==> src/rtl/seq_pattern_gen_if.sv <==
// Control and serial-output bundle for the pattern generator.
// Latency: none, wires only.
// Backpressure: none; the master issues start/abort, the slave drives the serial stream and status.
interface seq_pattern_gen_if #(
    parameter int WIDTH = 16,
    parameter int LEN_W = 5,
    parameter int REP_W = 8,
    parameter int GAP_W = 4
);
    logic             start;
    logic             abort;
    logic [WIDTH-1:0] pattern;
    logic [LEN_W-1:0] length;
    logic [REP_W-1:0] repeats;
    logic [GAP_W-1:0] gap;
    logic             seq_out;
    logic             seq_valid;
    logic             frame_start;
    logic             busy;
    logic             done;

    modport master (
        output start, abort, pattern, length, repeats, gap,
        input  seq_out, seq_valid, frame_start, busy, done
    );

    modport slave (
        input  start, abort, pattern, length, repeats, gap,
        output seq_out, seq_valid, frame_start, busy, done
    );
endinterface

==> src/rtl/seq_pattern_gen.sv <==
// Serial pattern generator: shifts a captured pattern out MSB-first, with repeats and idle gaps between frames.
// Latency: first bit one cycle after start is accepted; done pulses one cycle after the last bit.
// Backpressure: none downstream; start is ignored while busy, abort cancels at the next edge without done.
module seq_pattern_gen #(
    parameter int WIDTH = 16,
    parameter int LEN_W = 5,
    parameter int REP_W = 8,
    parameter int GAP_W = 4
) (
    input  logic             clk,
    input  logic             reset,
    seq_pattern_gen_if.slave bus
);
    localparam int               BIT_W   = (WIDTH > 1) ? $clog2(WIDTH) : 1;
    localparam logic [LEN_W-1:0] WIDTH_L = LEN_W'(WIDTH);

    typedef enum logic [1:0] {
        ST_IDLE  = 2'd0,
        ST_SHIFT = 2'd1,
        ST_GAP   = 2'd2
    } state_t;

    state_t           state;
    logic [WIDTH-1:0] sh_pat;     // pattern captured at start
    logic [BIT_W-1:0] sh_top;     // index of the first (MSB) bit of each frame
    logic [GAP_W-1:0] sh_gap;     // gap length captured at start
    logic [BIT_W-1:0] bit_idx;    // index of the bit currently on seq_out
    logic [REP_W-1:0] frame_cnt;  // frames still to send after the current one
    logic [GAP_W-1:0] gap_cnt;    // gap cycles remaining after the current one

    logic [LEN_W-1:0] eff_len;
    logic [BIT_W-1:0] in_top;
    logic [BIT_W-1:0] nxt_idx;

    // Clamp the requested length to the register width and find its first bit index.
    always_comb begin
        eff_len = ((bus.length == '0) || (bus.length > WIDTH_L)) ? WIDTH_L : bus.length;
        in_top  = BIT_W'(eff_len - LEN_W'(1));
        nxt_idx = bit_idx - BIT_W'(1);
    end

    // Frame sequencer: IDLE -> SHIFT (-> GAP -> SHIFT)* -> IDLE, all outputs registered.
    always_ff @(posedge clk or negedge reset) begin
        if (!reset) begin
            state           <= ST_IDLE;
            sh_pat          <= '0;
            sh_top          <= '0;
            sh_gap          <= '0;
            bit_idx         <= '0;
            frame_cnt       <= '0;
            gap_cnt         <= '0;
            bus.seq_out     <= 1'b0;
            bus.seq_valid   <= 1'b0;
            bus.frame_start <= 1'b0;
            bus.busy        <= 1'b0;
            bus.done        <= 1'b0;
        end else begin
            bus.frame_start <= 1'b0;
            bus.done        <= 1'b0;
            case (state)
                ST_IDLE: begin
                    bus.seq_out   <= 1'b0;
                    bus.seq_valid <= 1'b0;
                    bus.busy      <= 1'b0;
                    if (bus.start && !bus.abort) begin
                        sh_pat          <= bus.pattern;
                        sh_top          <= in_top;
                        sh_gap          <= bus.gap;
                        frame_cnt       <= bus.repeats;
                        bit_idx         <= in_top;
                        bus.seq_out     <= bus.pattern[in_top];
                        bus.seq_valid   <= 1'b1;
                        bus.frame_start <= 1'b1;
                        bus.busy        <= 1'b1;
                        state           <= ST_SHIFT;
                    end
                end
                ST_SHIFT: begin
                    if (bus.abort) begin
                        state         <= ST_IDLE;
                        bus.seq_out   <= 1'b0;
                        bus.seq_valid <= 1'b0;
                        bus.busy      <= 1'b0;
                    end else if (bit_idx == '0) begin
                        if (frame_cnt == '0) begin
                            // Last bit of the last frame: report completion.
                            state         <= ST_IDLE;
                            bus.seq_out   <= 1'b0;
                            bus.seq_valid <= 1'b0;
                            bus.busy      <= 1'b0;
                            bus.done      <= 1'b1;
                        end else begin
                            frame_cnt <= frame_cnt - REP_W'(1);
                            if (sh_gap == '0) begin
                                bit_idx         <= sh_top;
                                bus.seq_out     <= sh_pat[sh_top];
                                bus.frame_start <= 1'b1;
                            end else begin
                                state         <= ST_GAP;
                                gap_cnt       <= sh_gap - GAP_W'(1);
                                bus.seq_out   <= 1'b0;
                                bus.seq_valid <= 1'b0;
                            end
                        end
                    end else begin
                        bit_idx     <= nxt_idx;
                        bus.seq_out <= sh_pat[nxt_idx];
                    end
                end
                ST_GAP: begin
                    if (bus.abort) begin
                        state         <= ST_IDLE;
                        bus.seq_out   <= 1'b0;
                        bus.seq_valid <= 1'b0;
                        bus.busy      <= 1'b0;
                    end else if (gap_cnt == '0) begin
                        state           <= ST_SHIFT;
                        bit_idx         <= sh_top;
                        bus.seq_out     <= sh_pat[sh_top];
                        bus.seq_valid   <= 1'b1;
                        bus.frame_start <= 1'b1;
                    end else begin
                        gap_cnt <= gap_cnt - GAP_W'(1);
                    end
                end
                default: begin
                    // Unreachable encodings recover to a quiet IDLE.
                    state         <= ST_IDLE;
                    bus.seq_out   <= 1'b0;
                    bus.seq_valid <= 1'b0;
                    bus.busy      <= 1'b0;
                end
            endcase
        end
    end
endmodule

==> src/flat_wrapper.sv <==
// flat-port wrapper written by rule: the top's interface ports become plain ports
module seq_pattern_gen_flat 
#(
    parameter int WIDTH = 16,
    parameter int LEN_W = 5,
    parameter int REP_W = 8,
    parameter int GAP_W = 4
)
  (clk, reset, bus_start, bus_abort, bus_pattern, bus_length, bus_repeats, bus_gap, bus_seq_out, bus_seq_valid, bus_frame_start, bus_busy, bus_done);
  seq_pattern_gen_if #(.WIDTH(WIDTH), .LEN_W(LEN_W), .REP_W(REP_W), .GAP_W(GAP_W)) bus_i ();
  input  logic clk;
  input  logic reset;
  input wire logic [$bits(bus_i.start)-1:0] bus_start;
  input wire logic [$bits(bus_i.abort)-1:0] bus_abort;
  input wire logic [$bits(bus_i.pattern)-1:0] bus_pattern;
  input wire logic [$bits(bus_i.length)-1:0] bus_length;
  input wire logic [$bits(bus_i.repeats)-1:0] bus_repeats;
  input wire logic [$bits(bus_i.gap)-1:0] bus_gap;
  output wire logic [$bits(bus_i.seq_out)-1:0] bus_seq_out;
  output wire logic [$bits(bus_i.seq_valid)-1:0] bus_seq_valid;
  output wire logic [$bits(bus_i.frame_start)-1:0] bus_frame_start;
  output wire logic [$bits(bus_i.busy)-1:0] bus_busy;
  output wire logic [$bits(bus_i.done)-1:0] bus_done;
  assign bus_i.start = bus_start;
  assign bus_i.abort = bus_abort;
  assign bus_i.pattern = bus_pattern;
  assign bus_i.length = bus_length;
  assign bus_i.repeats = bus_repeats;
  assign bus_i.gap = bus_gap;
  assign bus_seq_out = bus_i.seq_out;
  assign bus_seq_valid = bus_i.seq_valid;
  assign bus_frame_start = bus_i.frame_start;
  assign bus_busy = bus_i.busy;
  assign bus_done = bus_i.done;
  seq_pattern_gen #(.WIDTH(WIDTH), .LEN_W(LEN_W), .REP_W(REP_W), .GAP_W(GAP_W)) u_core (.clk(clk), .reset(reset), .bus(bus_i));
endmodule
==> config.mk <==
export PLATFORM = sky130hd
export DESIGN_NAME = seq_pattern_gen_flat
export DESIGN_NICKNAME = d
export VERILOG_FILES = /design/src/rtl/seq_pattern_gen_if.sv /design/src/rtl/seq_pattern_gen.sv /design/src/flat_wrapper.sv
export SDC_FILE = /design/constraint.sdc
export NUM_CORES = 1
export LEC_CHECK = 0
export CAP_MARGIN = 15
export CELL_PAD_IN_SITES_DETAIL_PLACEMENT = 0
export CELL_PAD_IN_SITES_GLOBAL_PLACEMENT = 1
export CORE_AREA = 2 2 90 92
export CTS_BUF_LIST = sky130_fd_sc_hd__clkbuf_8 sky130_fd_sc_hd__clkbuf_16
export DETAILED_ROUTE_END_ITERATION = 8
export DIE_AREA = 0 0 92 94
export PLACE_DENSITY_LB_ADDON = 0.1
export SYNTH_ARGS = -nofsm -noshare
export SYNTH_HDL_FRONTEND = slang
export SYNTH_SLANG_ARGS = --single-unit
==> constraint.sdc <==
create_clock -name clk -period 2.5 [get_ports clk]
set_input_delay 0.625 -clock clk [delete_from_list [all_inputs] [get_ports clk]]
set_output_delay 0.625 -clock clk [all_outputs]
set_load 0.1 [all_outputs]
==> out/results.ini, run 1 <==
[status]
status = finished clean

[floorplan]
core_area_sq_um = 7607
die_h_um = 94
rows = 32
initial_core_util_pct = 38.80
die_x_um = 92
die-area_sq_um = 8648
boundaryPins = 42

[pwr]
power.leakage_uw = 0.001553
powerDensity_nw_per_um2 = 1234
vdd_drop_max_mv = 0.4453

[critical_path]
timing.rr.start = u_core.bit_idx[1]
reg2reg_slack_ns = 0.21
path_max_fanout = 16
crit_end = u_core.frame_cnt[4]
reg2regPathDepth = 8
rr_endpoint = u_core.frame_cnt[4]
endpoint_kind = flip-flop
worst-endpoint-required_ns = 2.75
startpoint_type = flip-flop
cp_data_arrival_time_ns = 2.54
startpoint = u_core.bit_idx[1]
critPathKind = flip-flop to flip-flop

[timing]
setup_viol = 0
fin_worst_skew_ns = 0.01513
tightest_slew_ns = 0.6260
timing.fmax_mhz = 436.3
fin_crit_ns = 2.292
finalCritPeriodShare_pct = 91.68
rsz0062_at_grt = false
slew_headroom_pct = 58.27
maxSlewViolCount = 0
hold_viol_final = 0

[layout]
final_util_pct = 48.39
antenna-diode-count = 0
nNetsFinal = 391
post-route-cell-area_sq_um = 3681
drive_gt1_share_pct = 19.94
areaGrowthSynthToFinish_pct = 24.71

[route]
via_per_inst = 5.496
wirelength_um = 7452
first_pass_iters = 4
wire_per_inst_um = 16.63
num_vias = 2462
drcViolationCount = 0
first_iter_violations = 116
ant_nets = 0

[global_routing]
grt_pass1_vias = 2407
grt.overflow.total = 0
grt_usage_pct = 18.52
grt_max_degree = 48
antenna_found_initial = 0
grt_pass1_wl_um = 12600

[synth]
ys_ff_latch = 47
synth-main-ff-cell = dfrtp_1
synth_top_area_cell = dfrtp_1
syn-cell-area_sq_um = 2952
synth_edf_count = 0
synth_warnings = 0
synth_cell_types = 51
ys_top_cells_by_area = dfrtp_1, mux2_2, mux4_2
syn_nets = 338
ys_seq_area_share_pct = 39.85
synthArstFlopShare_pct = 100.0
synthCells = 292
avgSynthCellArea_sq_um = 10.11
yosys.area.top_type_share_pct = 39.85

[clock_tree]
cts_buffer_depth = 2
root_buffer = clkbuf_8
htreeDepth = 2
numCtsBuffers = 5
cts_tree = built
clk_latency_ns = 0.31
cts.sinks = 47
postCtsSetupBuffers = 0
cts_hold_buf = 0
path_clk_slew_ns = 0.10

[hold_path]
min_path_type = input pin to async pin

[run]
drv_cap = 0

[placed_design]
gp_congestion = 0.8057
portBuffers = 41
post_dp_cell_area_sq_um = 3567
hpwl_um = 5613

## cells in the final DEF, fill, tap and decap left out, types with 3 or more instances in the layout
cell type / instances
a211oi_1: 5
a21o_1: 5
a21oi_1: 13
a221oi_1: 4
a22oi_1: 6
buf_4: 24
clkbuf_8: 5
clkdlybuf4s50_1: 35
dfrtp_1: 47
ha_1: 9
inv_1: 12
mux2_2: 24
mux2i_1: 10
mux4_2: 8
nand2_1: 19
nand2b_1: 8
nand3_1: 3
nor2_1: 11
nor2b_1: 6
nor3_1: 13
nor4_1: 3
o21ai_0: 20
o21ai_1: 5
o22ai_1: 3
or3_1: 5
xor2_1: 4
## critical path, stage by stage, from the launching register on
cell and delay (ns):
dfrtp_1 0.41, inv_1 0.08, ha_1 0.15, or3b_1 0.39, a21o_1 0.19, a2111o_2 0.62, nor3_1 0.22, a21oi_1 0.06
o21ai_1 0.12
## routing by layer
layer / vias to the layer above / routed length (um) / GRT usage, %
li1: 1196 / - / -
met1: 1192 / 3542 / 26.25
met2: 68 / 3479 / 29.53
met3: 6 / 353 / 3.531
met4: 0 / 77 / 4.104
met5: - / 0 / 0
## worst min-delay path by stage
stage | startpoint | endpoint | slack [ns] | depth (start not counted)
2_1_floorplan | reset | u_core.bit_idx[0] | 0.33 | 0
3_3_place_gp | u_core.bus.seq_valid | u_core.bus.seq_valid | 0.46 | 1
3_5_place_dp | u_core.bus.seq_valid | u_core.bus.seq_valid | 0.47 | 1
4_1_cts | reset | u_core.frame_cnt[5] | 0.43 | 2
6_report | reset | u_core.frame_cnt[5] | 0.38 | 2
5_1_grt | reset | u_core.frame_cnt[5] | 0.45 | 2
## cells by family (layout without fill, tap and decap cells)
| group | Yosys count | after routing | synth area share (%) |
|---|---|---|---|
| XOR/XNOR | 6 | 6 | 1.780 |
| buffers and inverters | 28 | 82 | 3.942 |
| AO/OA/AOI/OAI | 78 | 78 | 17.08 |
| flip-flops | 47 | 47 | 39.85 |
| AND/OR/NAND/NOR | 82 | 82 | 14.88 |
| adder cells (fa/ha/maj) | 9 | 9 | 3.815 |
| multiplexers | 42 | 42 | 18.65 |
## flip-flops by register name, indices dropped and copies added, names as in the netlist, 2 cells and up
register	count
u_core.sh_pat	16
u_core.bit_idx	4
u_core.sh_top	4
u_core.frame_cnt	8
u_core.state	2
u_core.gap_cnt	4
u_core.sh_gap	4
## cell type report
cell class / instances / area (sq um)
tap: 102 / 127.6
clock buffer: 5 / 68.82
inverter: 13 / 48.80
multi-input combinational: 217 / 1660
clock inverter: 3 / 43.79
sequential: 47 / 1176
fill: 737 / 3926
timing repair buffer: 61 / 555.5
## cells in the mapped netlist, types with 5 or more instances
cell      count
mux2_2       24
a21oi_1      13
nand2_1      19
a21o_1        5
or3_1         5
a211oi_1      5
dfrtp_1      47
o21ai_0      20
nand2b_1      8
clkbuf_1     11
mux4_2        8
ha_1          9
inv_1        12
o21ai_1       5
nor2b_1       6
nor2_1       11
mux2i_1      10
a22oi_1       6
nor3_1       13
## report_power, final
part | leakage (uW) | switching (uW) | internal, uW
logic | 0.000931 | 1230 | 1240
registers | 0.000564 | 366 | 1130
clock network | 0.0000581 | 279 | 298
total | 0.00155 | 1870 | 2670
## through the flow
stage / setup TNS [ns] / instances / total power [uW] / setup slack, ns / hold WS (ns)
after detailed placement: -0.05785 / 440 / 3995 / -0.05785 / 0.4712
after CTS: 0 / 448 / 4591 / 0.1009 / 0.4312
after global routing: 0 / 448 / 4931 / 0.02992 / 0.4469
after floorplan: 0 / 292 / 3252 / 0.08188 / 0.3294
after global placement: -0.03319 / 440 / 3961 / -0.03319 / 0.4643
final: 0 / 448 / 4544 / 0.2079 / 0.3823
## repair_timing
action	4_1_cts	5_1_grt
resized for setup	0	1
setup endpoints to repair	0	5
hold endpoints to repair	0	0
(Power assumes the default switching activity.)
==> run 2: changes to the inputs <==
--- a/config.mk
+++ b/config.mk
@@ -8,10 +8,10 @@
 export CAP_MARGIN = 15
 export CELL_PAD_IN_SITES_DETAIL_PLACEMENT = 0
 export CELL_PAD_IN_SITES_GLOBAL_PLACEMENT = 1
-export CORE_AREA = 2 2 90 92
+export CORE_AREA = 2 2 81 103
 export CTS_BUF_LIST = sky130_fd_sc_hd__clkbuf_8 sky130_fd_sc_hd__clkbuf_16
 export DETAILED_ROUTE_END_ITERATION = 8
-export DIE_AREA = 0 0 92 94
+export DIE_AREA = 0 0 83 105
 export PLACE_DENSITY_LB_ADDON = 0.1
 export SYNTH_ARGS = -nofsm -noshare
 export SYNTH_HDL_FRONTEND = slang
==> run 2 against run 1 <==
Critical path depth grew 1. Worst setup slack worse by 0.049 ns. Non-clock buffer count down 2. Worst hold slack lost 0.10 ns. Sequential power hardly changed. Cell count fell by 2.2%. Count of clock-buffer cells in the layout grew 1. Via count decreased by 1.6%. Power is 2.4% lower. Flip-flop and latch count unchanged. Largest cell class unchanged. Highest routed layer unchanged.
==> out/results.ini, run 2 (synthesis results as in run 1) <==
[status]
status = finished clean

[global_routing]
grt_usage_pct = 17.43  ; -1.1 points
grt_pass1_vias = 2555  ; +6.1%
grt.overflow.total = 0  ; unchanged
grt_use_met2_pct = 31.80  ; +2.3 points
busiest_layer = met2
antenna_found_initial = 0  ; unchanged
grt_util_met1_pct = 20.47  ; -5.8 points
grt_use_met3_pct = 2.686  ; -0.85 points
grt_pass1_wl_um = 12410  ; -1.5%
grt_max_degree = 32  ; -33%

[layout]
largest_register = u_core.sh_pat
multiInputGateArea_sq_um = 1667  ; +0.38%
post-route-cell-area_sq_um = 3651  ; -0.82%
final_common_cell = dfrtp_1
drive_gt1_share_pct = 19.53  ; -0.41 points
fillers = 763  ; +3.5%
antenna-diode-count = 0  ; unchanged
layout_common_cells = dfrtp_1, clkdlybuf4s50_1, mux2_2, buf_4, o21ai_0
largest_reg_flops = 16  ; unchanged
largestRegisters = u_core.sh_pat (16), u_core.frame_cnt (8)
nNetsFinal = 389  ; -0.51%
area.sequential_sq_um = 1176  ; unchanged
areaGrowthSynthToFinish_pct = 23.70

[floorplan]
rows = 36  ; +13%
die_x_um = 83  ; -9.8%
core_area_sq_um = 7702  ; +1.2%
initial_core_util_pct = 38.32  ; -0.48 points
boundaryPins = 42  ; unchanged
die_h_um = 105  ; +12%
die-area_sq_um = 8715  ; +0.77%

[clock_tree]
htreeDepth = 2  ; unchanged
cts_hold_buf = 0  ; unchanged
cts_buffer_depth = 2  ; unchanged
root_buffer = clkbuf_8
postCtsSetupBuffers = 0  ; unchanged
numCtsBuffers = 5  ; unchanged
path_clk_slew_ns = 0.09  ; about the same
clk_latency_ns = 0.30  ; about the same
post_cts_resized = 0  ; unchanged
cts_tree = built
cts.sinks = 47  ; unchanged

[run]
drv_cap = 0  ; unchanged

[route]
wirelength_um = 7283  ; -2.3%
drcViolationCount = 0  ; unchanged
first_pass_iters = 4  ; unchanged
via_per_inst = 5.530  ; +0.62%
first_iter_violations = 121  ; +4.3%
ant_nets = 0  ; unchanged
wire_per_inst_um = 16.63  ; about the same
num_vias = 2422  ; -1.6%

[critical_path]
reg2regPathDepth = 9  ; +1
worst-endpoint-required_ns = 2.69  ; -0.06 ns
critical_path.max_stage_delay_ns = 0.45  ; -0.17 ns
path_common_cell = o21ai_0
path_max_fanout = 4  ; -12
timing.rr.start = u_core.frame_cnt[0]
crit_family = compound AO/OA/AOI/OAI gates
crit_buf_inv = 2  ; +1
cp_slowest_cell = a21boi_0
reg2reg_slack_ns = 0.16  ; -0.05 ns
startpoint_type = flip-flop
cp_num_cells = 9  ; +1
cp_data_arrival_time_ns = 2.53  ; about the same
rr_endpoint = u_core.state[1]
critPathKind = flip-flop to flip-flop
crit_path_cell_trace = inv_1 > ha_1 > nor4b_1 > buf_4 > a21boi_0 > o21ai_0 > o21ai_0 > a21o_1 > mux2_2
endpoint_kind = flip-flop

[pwr]
vdd_drop_max_mv = 0.5597  ; +26%
power.leakage_uw = 0.001540  ; -0.85%
powerDensity_nw_per_um2 = 1215  ; -1.6%

[placed_design]
post_dp_cell_area_sq_um = 3556  ; -0.32%
gp_congestion = 0.8100  ; +0.53%
portBuffers = 41  ; unchanged
hpwl_um = 5663  ; +0.89%

[timing]
finalCritPeriodShare_pct = 93.64  ; +2.0 points
setup_viol = 0  ; unchanged
hold_viol_final = 0  ; unchanged
tightest_slew_ns = 0.5621  ; -0.06397 ns
rsz0062_at_grt = false
fin_worst_skew_ns = 0.003815  ; -0.01132 ns
setup_tns_ns = 0  ; unchanged
timing.fmax_mhz = 427.2  ; -2.1%
slew_headroom_pct = 62.19  ; +3.9 points
fin_crit_ns = 2.341  ; +0.04882 ns
maxSlewViolCount = 0  ; unchanged

[hold_path]
min_path_type = input pin to async pin

==> run 2: cell count changes in the layout (fill, tap and decap cells not counted), sizes merged <==
cell    change
buf         -2
bufinv      -1
clkbuf      +1
clkinv      -1
==> run 2: layer usage <==
metal,wire (um),vias up
met1,3049,1182
li1,-,1188
met2,3904,41
met4,144,0
met5,0,-
met3,183,11
==> run 2: stage by stage <==
stage / instances / power, uW / setup slack, ns / util (%) / hold WS, ns
floorplan: 292 / 3252 / 0.08188 / - / 0.3294
global placement: 431 / 3939 / 0.04492 / 46.17 / 0.4673
detailed placement: 431 / 3988 / 0.002933 / 46.17 / 0.4725
CTS: 438 / 4483 / 0.06669 / 47.30 / 0.2982
global route: 438 / 4804 / 0.006962 / 47.40 / 0.3125
finish: 438 / 4435 / 0.1591 / 47.40 / 0.2793
==> run 2: area by class of cell <==
cell class / count / area share, %
Multi-Input combinational cell: 217 / 45.65
Sequential cell: 47 / 32.21
Timing Repair Buffer: 59 / 15.15
Tap cell: 95 / 3.256
Clock buffer: 6 / 2.262
Inverter: 13 / 1.337
Clock inverter: 1 / 0.1371
==> run 2: how the worst max path moves through the flow <==
stage	to	from	slack [ns]
final	u_core.state[1]	u_core.frame_cnt[0]	0.16
after global routing	u_core.state[1]	u_core.frame_cnt[0]	0.007
after CTS	u_core.bit_idx[0]	u_core.frame_cnt[0]	0.07
after detailed placement	u_core.bus.seq_out	bus_length[1]	0.003
after global placement	u_core.bus.seq_out	bus_length[1]	0.04
after floorplan	u_core.frame_cnt[3]	u_core.bit_idx[0]	0.08
==> run 2: where the power goes <==
part	switching [uW]	total (uW)	leakage (uW)	internal, uW
registers	362	1500	0.000564	1130
logic	1250	2470	0.000929	1220
clock network	256	473	0.0000470	218
total	1870	4430	0.00154	2570
==> run 3: changes to the inputs <==
--- a/config.mk
+++ b/config.mk
@@ -8,10 +8,10 @@
 export CAP_MARGIN = 15
 export CELL_PAD_IN_SITES_DETAIL_PLACEMENT = 0
 export CELL_PAD_IN_SITES_GLOBAL_PLACEMENT = 1
-export CORE_AREA = 2 2 81 103
+export CORE_AREA = 2 2 75 112
 export CTS_BUF_LIST = sky130_fd_sc_hd__clkbuf_8 sky130_fd_sc_hd__clkbuf_16
 export DETAILED_ROUTE_END_ITERATION = 8
-export DIE_AREA = 0 0 83 105
+export DIE_AREA = 0 0 77 114
 export PLACE_DENSITY_LB_ADDON = 0.1
 export SYNTH_ARGS = -nofsm -noshare
 export SYNTH_HDL_FRONTEND = slang
==> run 3 against run 2 <==
Routed wire length increased by 5.8%. Largest power group unchanged. Power up 5.9%. Flip-flop and latch count stayed put. Cell count is 3.7% higher. Worst hold slack better by 0.014 ns. Count of clock-buffer cells in the layout fell by 1. Largest cell class unchanged. First-iteration DRC count shrank 38%. Critical path depth shrank 1. Via count stayed put. Clock skew rose by 0.0013 ns. Worst setup slack gained 0.017 ns.
==> out/results.ini, run 3 (synthesis results as in run 1) <==
[status]
status = finished clean

[critical_path]
cp_slowest_cell = ha_1
reg2regPathDepth = 8  ; -1
endpoint_kind = flip-flop
path_max_fanout = 5  ; +1
reg2reg_slack_ns = 0.18  ; +0.02 ns
timing.rr.start = u_core.bit_idx[1]
startpoint_type = flip-flop
crit_path_cell_trace = inv_1 > ha_1 > mux4_2 > mux2_2 > nand4_1 > o41ai_1 > o41ai_1 > o21ai_0
cp_data_arrival_time_ns = 2.50  ; -0.03 ns
startpoint = u_core.bit_idx[1]
worst-endpoint-required_ns = 2.67  ; -0.02 ns
critPathKind = flip-flop to flip-flop
path_common_cell = o41ai_1
rr_endpoint = u_core.bus.seq_out
critical_path.max_stage_delay_ns = 0.46  ; about the same

[pwr]
comb_power_share_pct = 54.0  ; -1.6 points
sw_frac_of_total_pct = 41.00  ; -1.1 points
p_seq_share_pct = 32.1  ; -1.6 points
powerDensity_nw_per_um2 = 1255  ; +3.3%
p_sw_uw = 1926  ; +3.2%
vdd_drop_max_mv = 0.5613  ; +0.29%
power.leakage_uw = 0.001590  ; +3.3%
intPower_uw = 2772  ; +7.9%
clock_power_share_pct = 14.0  ; +3.3 points

[layout]
largest_reg_flops = 16  ; unchanged
antenna-diode-count = 0  ; unchanged
layout_common_cells = dfrtp_1, clkdlybuf4s50_1, buf_4, mux2_2, o21ai_0
largest_register = u_core.sh_pat
largestRegisters = u_core.sh_pat (16), u_core.frame_cnt (8)
post-route-cell-area_sq_um = 3745  ; +2.6%
drive_gt1_share_pct = 20.06  ; +0.52 points
areaGrowthSynthToFinish_pct = 26.88
area.sequential_sq_um = 1176  ; unchanged
nNetsFinal = 394  ; +1.3%
fillers = 815  ; +6.8%
final_common_cell = dfrtp_1
multiInputGateArea_sq_um = 1660  ; -0.38%

[clock_tree]
clk_latency_ns = 0.30  ; about the same
htreeDepth = 2  ; unchanged
cts_tree = built
root_buffer = clkbuf_16
numCtsBuffers = 5  ; unchanged
cts.sinks = 47  ; unchanged
cts_buffer_depth = 2  ; unchanged
path_clk_slew_ns = 0.07  ; -0.02 ns
postCtsSetupBuffers = 0  ; unchanged

[global_routing]
antenna_found_initial = 0  ; unchanged
grt.overflow.total = 0  ; unchanged
grt_pass1_wl_um = 12970  ; +4.5%
grt_pass1_vias = 2429  ; -4.9%
grt_usage_pct = 19.25  ; +1.8 points
grt_max_degree = 29  ; -9.4%

[timing]
finalCritPeriodShare_pct = 92.97  ; -0.66 points
rsz0062_at_grt = false
tightest_slew_ns = 0.5540  ; -0.008014 ns
whs_ns = 0.2938  ; +0.01450 ns
slew_headroom_pct = 63.06  ; +0.87 points
timing.fmax_mhz = 430.2  ; +0.71%
fin_crit_ns = 2.324  ; -0.01657 ns
fin_worst_skew_ns = 0.005142  ; +0.001327 ns
maxSlewViolCount = 0  ; unchanged
hold_viol_final = 0  ; unchanged
setup_viol = 0  ; unchanged
setup_ws_ns = 0.1757  ; +0.01657 ns

[route]
first_pass_iters = 4  ; unchanged
num_vias = 2422  ; unchanged
wirelength_um = 7702  ; +5.8%
first_iter_violations = 75  ; -38%
drcViolationCount = 0  ; unchanged
ant_nets = 0  ; unchanged
via_per_inst = 5.335  ; -3.5%
wire_per_inst_um = 16.96  ; +2.0%

[run]
drv_cap = 0  ; unchanged

[floorplan]
die_x_um = 77  ; -7.2%
core_area_sq_um = 7908  ; +2.7%
initial_core_util_pct = 37.33  ; -0.99 points
die_h_um = 114  ; +8.6%
rows = 40  ; +11%
boundaryPins = 42  ; unchanged
die-area_sq_um = 8778  ; +0.72%

[placed_design]
dp_slack_ns = -0.06457  ; -0.06750 ns
post_dp_cell_area_sq_um = 3606  ; +1.4%
portBuffers = 41  ; unchanged
hpwl_um = 6123  ; +8.1%
gp_congestion = 0.7789  ; -3.8%

[hold_path]
min_path_type = input pin to async pin

-- run 3: changes by cell type in the layout (fill, tap and decap cells not counted), sizes merged --
cell / change
inv: +2
buf: +5
clkbuf: -1
-- run 3: power by group through the flow --
| stage | registers (uW) | logic [uW] | clock network, uW |
|---|---|---|---|
| global route | 1570 | 2800 | 698 |
| detailed placement | 1530 | 2570 | 0 |
| CTS | 1510 | 2580 | 672 |
| global placement | 1510 | 2550 | 0 |
| finish | 1510 | 2540 | 656 |
| floorplan | 1500 | 1760 | 0 |
-- run 3: how the worst max path moves through the flow --
stage | endpoint | slack, ns
floorplan | u_core.frame_cnt[3] | 0.08
global placement | u_core.bus.seq_out | -0.003
detailed placement | u_core.bus.seq_out | -0.06
CTS | u_core.frame_cnt[6] | 0.11
global route | u_core.bus.seq_out | 0.02
finish | u_core.bus.seq_out | 0.18
-- run 3: through the flow --
step	cells	util, %	setup TNS (ns)	power [uW]
6_report	454	47.36	0	4698
3_3_place_gp	446	45.60	-0.002713	4068
4_1_cts	454	47.34	0	4761
3_5_place_dp	446	45.60	-0.06457	4097
5_1_grt	454	47.36	0	5075
2_1_floorplan	292	-	0	3252
-- run 3: what timing repair did --
action	CTS	global route
hold buffers	0	0
gates resized for setup	0	1
endpoints found under the setup margin	0	4
-- run 3: area by class of cell --
class / instances / share of cell area [%]
clock buffer: 5 / 3.341
timing repair buffer: 64 / 15.77
tap: 105 / 3.508
sequential: 47 / 31.41
multi-input combinational: 217 / 44.34
clock inverter: 3 / 0.3341
inverter: 13 / 1.303
-- run 3: metal layers --
metal	up-vias	share of wire (%)	GRT usage, %
li1	1197	-	-
met3	9	2.9	3.639
met2	36	57	37.25
met4	0	2.0	7.143
met1	1180	39	20.48
met5	-	0	0
-- run 3: worst max-delay path, delay by kind of cell, from the launching register on --
family / cells / cell delay (ns)
flip-flops: 1 / 0.37
AND/OR/NAND/NOR: 1 / 0.09
buffers and inverters: 1 / 0.07
AO/OA/AOI/OAI: 3 / 0.57
multiplexers: 2 / 0.65
adder cells (fa/ha/maj): 1 / 0.46
